$ cat src/rtl/ram_op_issuer.sv
// Command FIFO and sequencer in front of ram_controller; one result held at a time.
// Optional build macro OP_TIMEOUT_EN adds an abort counter for stuck controller ops.
module ram_op_issuer #(
    parameter int DEPTH          = 8,
    parameter int ARG_W          = 10,
    parameter int TIMEOUT_CYCLES = 1023
) (
    input  logic                     clock,
    input  logic                     resetn,
    input  logic                     cmd_valid,
    output logic                     cmd_ready,
    input  logic [1:0]               cmd_op,
    input  logic [ARG_W-1:0]         cmd_arg1,
    input  logic [ARG_W-1:0]         cmd_arg2,
    output logic [$clog2(DEPTH):0]   cmd_count,
    output logic                     ctrl_enable,
    output logic [1:0]               ctrl_select_op,
    output logic [ARG_W-1:0]         ctrl_arg1,
    output logic [ARG_W-1:0]         ctrl_arg2,
    input  logic                     ctrl_finished_op,
    input  logic [31:0]              ctrl_out1,
    output logic                     rsp_valid,
    input  logic                     rsp_ready,
    output logic [1:0]               rsp_op,
    output logic [31:0]              rsp_data,
    output logic                     rsp_error,
    output logic                     busy
);
    localparam int AW = $clog2(DEPTH);
    localparam logic [AW:0] FULL_CNT = (AW+1)'(DEPTH);

    typedef enum logic [1:0] {IDLE, ISSUE, WAIT_DONE} state_t;

    logic [1:0]       op_mem [DEPTH];
    logic [ARG_W-1:0] a1_mem [DEPTH];
    logic [ARG_W-1:0] a2_mem [DEPTH];
    logic [AW-1:0]    wr_ptr_q, rd_ptr_q;
    logic [AW:0]      count_q, count_d;
    logic             push, pop, empty;

    state_t           state_q, state_d;
    logic             en_q, en_d;
    logic [1:0]       op_q, op_d;
    logic [ARG_W-1:0] a1_q, a1_d, a2_q, a2_d;
    logic             rv_q, rv_d;
    logic [1:0]       rop_q, rop_d;
    logic [31:0]      rdata_q, rdata_d;
    logic             rerr_q, rerr_d;

`ifdef OP_TIMEOUT_EN
    localparam int TW = ($clog2(TIMEOUT_CYCLES+1) > 10) ? $clog2(TIMEOUT_CYCLES+1) : 10;
    localparam logic [TW-1:0] T_LIMIT = TW'(TIMEOUT_CYCLES);
    logic [TW-1:0] tmr_q, tmr_d;
`endif

    assign cmd_ready = (count_q != FULL_CNT);
    assign empty     = (count_q == '0);
    assign push      = cmd_valid && cmd_ready;
    assign count_d   = count_q + {{AW{1'b0}}, push} - {{AW{1'b0}}, pop};

    always_ff @(posedge clock) begin
        if (push) begin
            op_mem[wr_ptr_q] <= cmd_op;
            a1_mem[wr_ptr_q] <= cmd_arg1;
            a2_mem[wr_ptr_q] <= cmd_arg2;
        end
    end

    always_ff @(posedge clock or negedge resetn) begin
        if (!resetn) begin
            wr_ptr_q <= '0;
            rd_ptr_q <= '0;
            count_q  <= '0;
        end else begin
            if (push) wr_ptr_q <= wr_ptr_q + 1'b1;
            if (pop)  rd_ptr_q <= rd_ptr_q + 1'b1;
            count_q <= count_d;
        end
    end

    always_comb begin
        state_d = state_q;
        en_d    = en_q;
        op_d    = op_q;
        a1_d    = a1_q;
        a2_d    = a2_q;
        rv_d    = rv_q;
        rop_d   = rop_q;
        rdata_d = rdata_q;
        rerr_d  = rerr_q;
        pop     = 1'b0;
`ifdef OP_TIMEOUT_EN
        tmr_d   = tmr_q;
`endif
        if (rv_q && rsp_ready) rv_d = 1'b0;
        unique case (state_q)
            IDLE: begin
                if (!empty && !rv_q && ctrl_finished_op) begin
                    pop = 1'b1;
                    if (op_mem[rd_ptr_q] == 2'd3) begin
                        rv_d    = 1'b1;
                        rop_d   = 2'd3;
                        rdata_d = '0;
                        rerr_d  = 1'b1;
                    end else begin
                        op_d    = op_mem[rd_ptr_q];
                        a1_d    = a1_mem[rd_ptr_q];
                        a2_d    = a2_mem[rd_ptr_q];
                        en_d    = 1'b1;
                        state_d = ISSUE;
`ifdef OP_TIMEOUT_EN
                        tmr_d   = '0;
`endif
                    end
                end
            end
            ISSUE, WAIT_DONE: begin
`ifdef OP_TIMEOUT_EN
                tmr_d = tmr_q + 1'b1;
                if (tmr_q == T_LIMIT) begin
                    en_d    = 1'b0;
                    rv_d    = 1'b1;
                    rop_d   = op_q;
                    rdata_d = '1;
                    rerr_d  = 1'b1;
                    state_d = IDLE;
                end else
`endif
                if (state_q == ISSUE) begin
                    if (!ctrl_finished_op) begin
                        en_d    = 1'b0;
                        state_d = WAIT_DONE;
                    end
                end else if (ctrl_finished_op) begin
                    rv_d    = 1'b1;
                    rop_d   = op_q;
                    rdata_d = ctrl_out1;
                    rerr_d  = 1'b0;
                    state_d = IDLE;
                end
            end
            default: state_d = IDLE;
        endcase
    end

    always_ff @(posedge clock or negedge resetn) begin
        if (!resetn) begin
            state_q <= IDLE;
            en_q    <= 1'b0;
            op_q    <= '0;
            a1_q    <= '0;
            a2_q    <= '0;
            rv_q    <= 1'b0;
            rop_q   <= '0;
            rdata_q <= '0;
            rerr_q  <= 1'b0;
        end else begin
            state_q <= state_d;
            en_q    <= en_d;
            op_q    <= op_d;
            a1_q    <= a1_d;
            a2_q    <= a2_d;
            rv_q    <= rv_d;
            rop_q   <= rop_d;
            rdata_q <= rdata_d;
            rerr_q  <= rerr_d;
        end
    end

`ifdef OP_TIMEOUT_EN
    always_ff @(posedge clock or negedge resetn) begin
        if (!resetn) tmr_q <= '0;
        else         tmr_q <= tmr_d;
    end
`endif

    assign cmd_count      = count_q;
    assign ctrl_enable    = en_q;
    assign ctrl_select_op = op_q;
    assign ctrl_arg1      = a1_q;
    assign ctrl_arg2      = a2_q;
    assign rsp_valid      = rv_q;
    assign rsp_op         = rop_q;
    assign rsp_data       = rdata_q;
    assign rsp_error      = rerr_q;
    assign busy           = (state_q != IDLE) || !empty;
endmodule
$ cat config.mk
export PLATFORM = sky130hd
export DESIGN_NAME = ram_op_issuer
export DESIGN_NICKNAME = d
export VERILOG_FILES = /design/src/rtl/ram_op_issuer.sv
export SDC_FILE = /design/constraint.sdc
export NUM_CORES = 1
export LEC_CHECK = 0
export ABC_AREA = 0
export CORE_UTILIZATION = 45
export CTS_CLUSTER_SIZE = 8
export DETAILED_ROUTE_END_ITERATION = 7
export PLACE_DENSITY_LB_ADDON = 0.25
export SYNTH_ARGS = -nofsm -noshare
export SYNTH_HDL_FRONTEND = slang
export SYNTH_SLANG_ARGS = --single-unit
$ cat constraint.sdc
create_clock -name clock -period 3.7 [get_ports clock]
set_clock_uncertainty 0.2 [all_clocks]
set_input_delay 1.11 -clock clock [delete_from_list [all_inputs] [get_ports clock]]
set_output_delay 1.11 -clock clock [all_outputs]
set_load 0.005 [all_outputs]
# [Yosys cells after proc, flatten, opt, wreduce, memory -nomap -nowiden]
# Memories as Yosys holds them, arrays and structs flattened. A register that Yosys moved wholly into a read port is not among the register bits.
# Cells that the tools add are included.
# Widths: inputs -> output; s select.
[totals] reg_bits=51 latchBits=0 mem_bits_rw=176 romBits=0 input_bits=59 out_inout_bits=65 elab_cells=85 memories=3
[mem_list] name="a1_mem" words=8 word_bits=10 rd=1 rd_ports_with_merged_regs=1 wr=1 line="35" text="logic [ARG_W-1:0] a1_mem [DEPTH];"
[mem_list] name="a2_mem" words=8 word_bits=10 rd=1 rd_ports_with_merged_regs=1 wr=1 line="36" text="logic [ARG_W-1:0] a2_mem [DEPTH];"
[mem_list] name="op_mem" words=8 word_bits=2 rd=1 rd_ports_with_merged_regs=0 wr=1 line="34" text="logic [1:0] op_mem [DEPTH];"
[op_classes] addsub=4 mul=0 n_div=0 n_lt_le_gt_ge=0 n_eq_ne=13 shifts=0 muxes=36 n_bitwise=1 n_reduce_logical=18
[ops] op="$mux 32" count=4
[ops] op="$pmux 32 s2" count=1
[ops] op="$mux 2" count=9
[ops] op="$mux 1" count=17
[ops] op="$ne 2x2->1 const B" count=7
[ops] op="$reduce_and 5->1" count=2
[ops] op="$pmux 2 s2" count=2
[ops] op="$add 3x1->3 const B" count=2
[ops] op="$ne 3x3->1 const B" count=2
[ops] op="$pmux 1 s2" count=3
[ops] op="$add 4x1->4" count=1
[ops] op="$eq 2x2->1 const B" count=2
[ops] op="$logic_and 1x1->1" count=4
[ops] op="$logic_not 1->1" count=4
[ops] op="$logic_not 4->1" count=1
[ops] op="$ne 4x4->1 const B" count=1
[ops] op="$reduce_and 4->1" count=1
[ops] op="$reduce_bool 2->1" count=2
[ops] op="$sub 4x1->4" count=1
[ops] op="$reduce_and 3->1" count=1
[ops] op="$eq 2x1->1 const B" count=1
[ops] op="$logic_not 2->1" count=1
[ops] op="$reduce_or 2->1" count=1
[ops] op="$logic_or 1x1->1" count=1
[ops] op="$not 1->1" count=1

# [Longest topological paths before layout]
[depth] depth_word=7 mapped_depth=13 mapped_depth_nobuf=11

# [Worst setup path after synthesis]
# No wires, ideal clock.
[synth_timing] path_type="input -> register" startpoint="in cmd_valid" endpoint="mem a1_mem[0][0] (enable)" setup_ns=0.429 arrival_ns=3.053 required_time_ns=3.071 slack_ns=0.018 stages=3 path_buffers=0 cell_sequence="nand2_1 -> or2_2 -> nor3_1"
[synth_via] elab_chain_cells=3
[synth_lines] item="from (decl)" line="10" text="input logic cmd_valid,"
[synth_lines] item="$logic_and 1x1->1" line="58" text="assign push = cmd_valid && cmd_ready;"
[synth_lines] item="$mux 1" line="62" text="if (push) begin"
[synth_lines] item="$mux 1 (not written as such)" line="64" text="a1_mem[wr_ptr_q] <= cmd_arg1;"
[synth_lines] item="to (decl)" line="35"
# Every way passes these cells.

# [Final worst setup path]
[layout_timing] startpoint="reg count_q[2], in the netlist cmd_count[2]" endpoint="out busy"
[layout_via] elab_chain_cells=3
[layout_lines] item="from (decl)" line="38" text="logic [AW:0] count_q, count_d;"
[layout_lines] item="from (signal assigned)" line="77" text="count_q <= count_d;"
[layout_lines] item="$logic_not 4->1" line="57" text="assign empty = (count_q == '0);"
[layout_lines] item="$logic_not 1->1" line="186" text="assign busy = (state_q != IDLE) || !empty;"
[layout_lines] item="$logic_or 1x1->1" line="186"
[layout_lines] item="to (decl)" line="27" text="output logic busy"
# Every way passes these cells.

==> metrics.yaml <==
synthesis:
  synth-xor-area-share_pct: 0.399
  muxShareOfSynthArea_pct: 13.7
  syn_area_per_cell_sq_um: 15.1
  synthSimpleGateAreaFrac_pct: 12.0
  ys.warnings.count: 0
  mappedNetlistNets: 798
  synth_compound_area_share_pct: 5.49
  synth_top_family_by_area: "multiplexers"
  synth_seq_area_share_pct: 64.3
  ys_types: 43
  ys_ff_latch: 247
  syn-cell-area_sq_mm: 0.0110
  synth-adder-area-share_pct: 1.44
  syn_inst: 727
routing:
  drc: 0
  wl_mm: 26.0
  drtIter0Drc: 558
  routedWlPerCell_microns: 21.7
  firstDrtPassIters: 7
  drt-vias-per-instance: 5.88
  ant_nets: 0
  vias: 7059
floorplan:
  dieArea_sq_mm: 0.0250
  start_util_pct: 46.4
  core_area_sq_mm: 0.0237
  fp.dieH_microns: 158
  die_w_microns: 158
  row_count: 56
  ios: 124
placement:
  io_buffers: 123
  dp.final_hpwl_mm: 14.8
  place.gp.congestion: 0.766
power_and_ir_drop:
  peakVddDrop_uv: 626
  p_per_area_mw_per_mm2: 885
  p_total_mw: 12.2
  p_leak_nw: 4.66
sta:
  drv_slew: 0
  finalCritPeriodShare_pct: 92.6
  layout_min_cycle_time_ps: 3430
  tns_ps: 0
  fmax_mhz: 292
  hold-worst-slack_ps: 278
  relSlewSlack_pct: 26.7
  rsz0062_at_grt: "false"
  finalSetupViolCount: 0
  tightest_slew_ps: 1080
  hold_viol_final: 0
grt:
  grt_max_degree: 49
  antenna_found_initial: 0
  grt_pass1_vias: 7617
  grt_pass1_wl_mm: 40.9
  grtUsageTotal_pct: 21.6
  gr-total-overflow: 0
cells_and_area:
  multi_input_comb_area_sq_mm: 0.00368
  drive_above_1_share_pct: 17.7
  ff_latch_area_sq_mm: 0.00706
  fillers: 1892
  area_growth_pct: 25.3
  diodes: 0
  nets: 925
critical_path:
  cp_max_fo: 5
  cpMaxStageDelayCell: "clkdlybuf4s50_1"
  required_ps: 2390
  worstSetupPathType: "reg -> out"
  arrival_ps: 2120
  cp-end-kind: "primary output"
  slowest_delay_ps: 480
  cp-start-kind: "flop"
  cp_cell_sequence: "inv_1, ha_1, nor3b_1, buf_4, nand2_1, clkdlybuf4s50_1"
  r2r_setup_slack_ps: 520
clock_network:
  insertion_delay_ps: 510
  post_cts_buffers: 0
  numCtsBuffers: 36
  cts.sinks: 247
  cts_resized: 0
  path_clk_slew_ps: 50
  cts_buffer_depth: 3
  cts_tree: "done"
  cts-htree-levels: 2
  clockRootBuffer: "clkbuf_16"
  hold_buffers: 0
min_path:
  hold_path.class: "reg -> reg"
status:
  outcome: "completed"
flow_run:
  drv_cap: 0
[state kept, by name, indices dropped and copies added, names as in the netlist, 2 cells and up]
signal          cells
a1_mem             80
a2_mem             80
rsp_data           32
op_mem             16
ctrl_arg1          10
ctrl_arg2          10
cmd_count           4
rd_ptr_q            3
wr_ptr_q            3
ctrl_select_op      2
rsp_op              2
state_q             2
[Yosys cell counts]
cell | number | share of area, %
edfxtp_1 | 176 | 48
dfrtp_1 | 71 | 16
and2_1 | 65 | 3.7
clkbuf_1 | 47 | 1.6
mux4_2 | 44 | 9.0
o21ai_0 | 39 | 1.8
nand3_1 | 37 | 1.7
nand4_1 | 34 | 1.9
a221oi_1 | 32 | 2.6
nor4b_1 | 32 | 2.6
mux2_2 | 24 | 2.5
mux2_1 | 19 | 1.9
nand2_1 | 15 | 0.51
ha_1 | 11 | 1.3
inv_1 | 11 | 0.38
nor2_1 | 10 | 0.34
buf_2 | 8 | 0.36
nand2b_1 | 6 | 0.34
a21oi_1 | 5 | 0.23
buf_1 | 4 | 0.14
xnor2_1 | 4 | 0.32
nor3b_1 | 3 | 0.21
o211ai_1 | 3 | 0.21
or2_2 | 3 | 0.17
a2bb2oi_1 | 2 | 0.16
buf_4 | 2 | 0.14
mux2i_1 | 2 | 0.18
nor3_1 | 2 | 0.091
o221a_2 | 2 | 0.21
a211o_1 | 1 | 0.080
a21o_1 | 1 | 0.068
a21oi_2 | 1 | 0.080
a22oi_1 | 1 | 0.068
fa_1 | 1 | 0.18
mux2i_2 | 1 | 0.13
nand4b_1 | 1 | 0.080
nor2b_1 | 1 | 0.057
nor4_2 | 1 | 0.11
o31ai_1 | 1 | 0.068
or3_1 | 1 | 0.057
or3b_2 | 1 | 0.080
or4_1 | 1 | 0.068
xor2_1 | 1 | 0.080
[per-stage QoR]
step           area (sq um)  worst slack, ps  utilization (%)  std cells
2_1_floorplan         11000             18.4                -        727
3_3_place_gp          12700              201             53.6       1135
3_5_place_dp          12700              164             53.6       1135
4_1_cts               13800              220             58.1       1200
5_1_grt               13800              116             58.1       1200
6_report              13800              275             58.1       1200
[where the power goes]
| group | switching [mW] | internal, mW | leakage (nW) | total [mW] |
|---|---|---|---|---|
| sequential | 0.459 | 3.68 | 2.39 | 4.14 |
| clock | 1.17 | 1.88 | 0.505 | 3.04 |
| combinational | 2.58 | 2.42 | 1.77 | 4.99 |
| total | 4.21 | 7.97 | 4.66 | 12.2 |
[cell type report]
type | count | area share (%)
Sequential cell | 247 | 51.3
Multi-Input combinational cell | 408 | 26.7
Timing Repair Buffer | 150 | 10.9
Clock buffer | 63 | 7.44
Tap cell | 319 | 2.90
Clock inverter | 2 | 0.336
Inverter | 11 | 0.300
[placed cells by master, fill, tap and decap left out, types with 2 or more instances in the layout]
cell and count:
dfrtp_2 2, or2_2 3, o21ai_0 39, nor3_2 2, inv_1 11, and2_1 65, dfrtp_1 69, nand2b_1 6
nand3_1 37, buf_12 6, o221a_2 2, nand4_1 34, buf_4 22, clkbuf_16 37, a2bb2oi_1 2, ha_1 10
mux2_2 24, edfxtp_1 176, nand2_1 15, a221oi_1 32, xnor2_1 4, nor4b_1 32, mux2_1 19, nor2_1 4
a21oi_1 5, mux4_2 44, clkdlybuf4s50_1 122, o211ai_1 3, nor3b_1 3, clkbuf_1 26, nor2_2 6
[logic make-up after synthesis]
group                    Yosys count
flip-flops                       247
AND/OR/NAND/NOR                  213
multiplexers                      90
AO/OA/AOI/OAI                     88
buffers and inverters             72
adder cells (fa/ha/maj)           12
XOR/XNOR                           5
[metal layers]
metal  vias up  share of wire [%]  track usage, %
li1       3127                  -               -
met1      3595                 42            28.4
met2       299                 49            36.2
met3        38                7.1            4.05
met4         0                1.4            6.96
met5         -                  0               0
[worst paths after layout]
| path | start | to | cells past startpoint |
|---|---|---|---|
| setup / recovery | cmd_count[2] | busy | 6 |
| hold / removal | ctrl_arg1[9] | ctrl_arg1[9] | 1 |
| setup reg to reg | rd_ptr_q[0] | ctrl_arg2[6] | 5 |
| hold reg to reg | ctrl_arg1[9] | ctrl_arg1[9] | 1 |
| max in group asynchronous | resetn | cmd_count[2] | 2 |
| min in group asynchronous | resetn | rsp_data[6] | 1 |
[critical path: cells and delay by family, from the launching register on]
kind	cells	cell delay, ps
DFF	1	390
buffers and inverters	3	780
and+or+nand+nor	2	290
adders and majority gates	1	140
No activity file was read; power rests on OpenSTA's default activity.
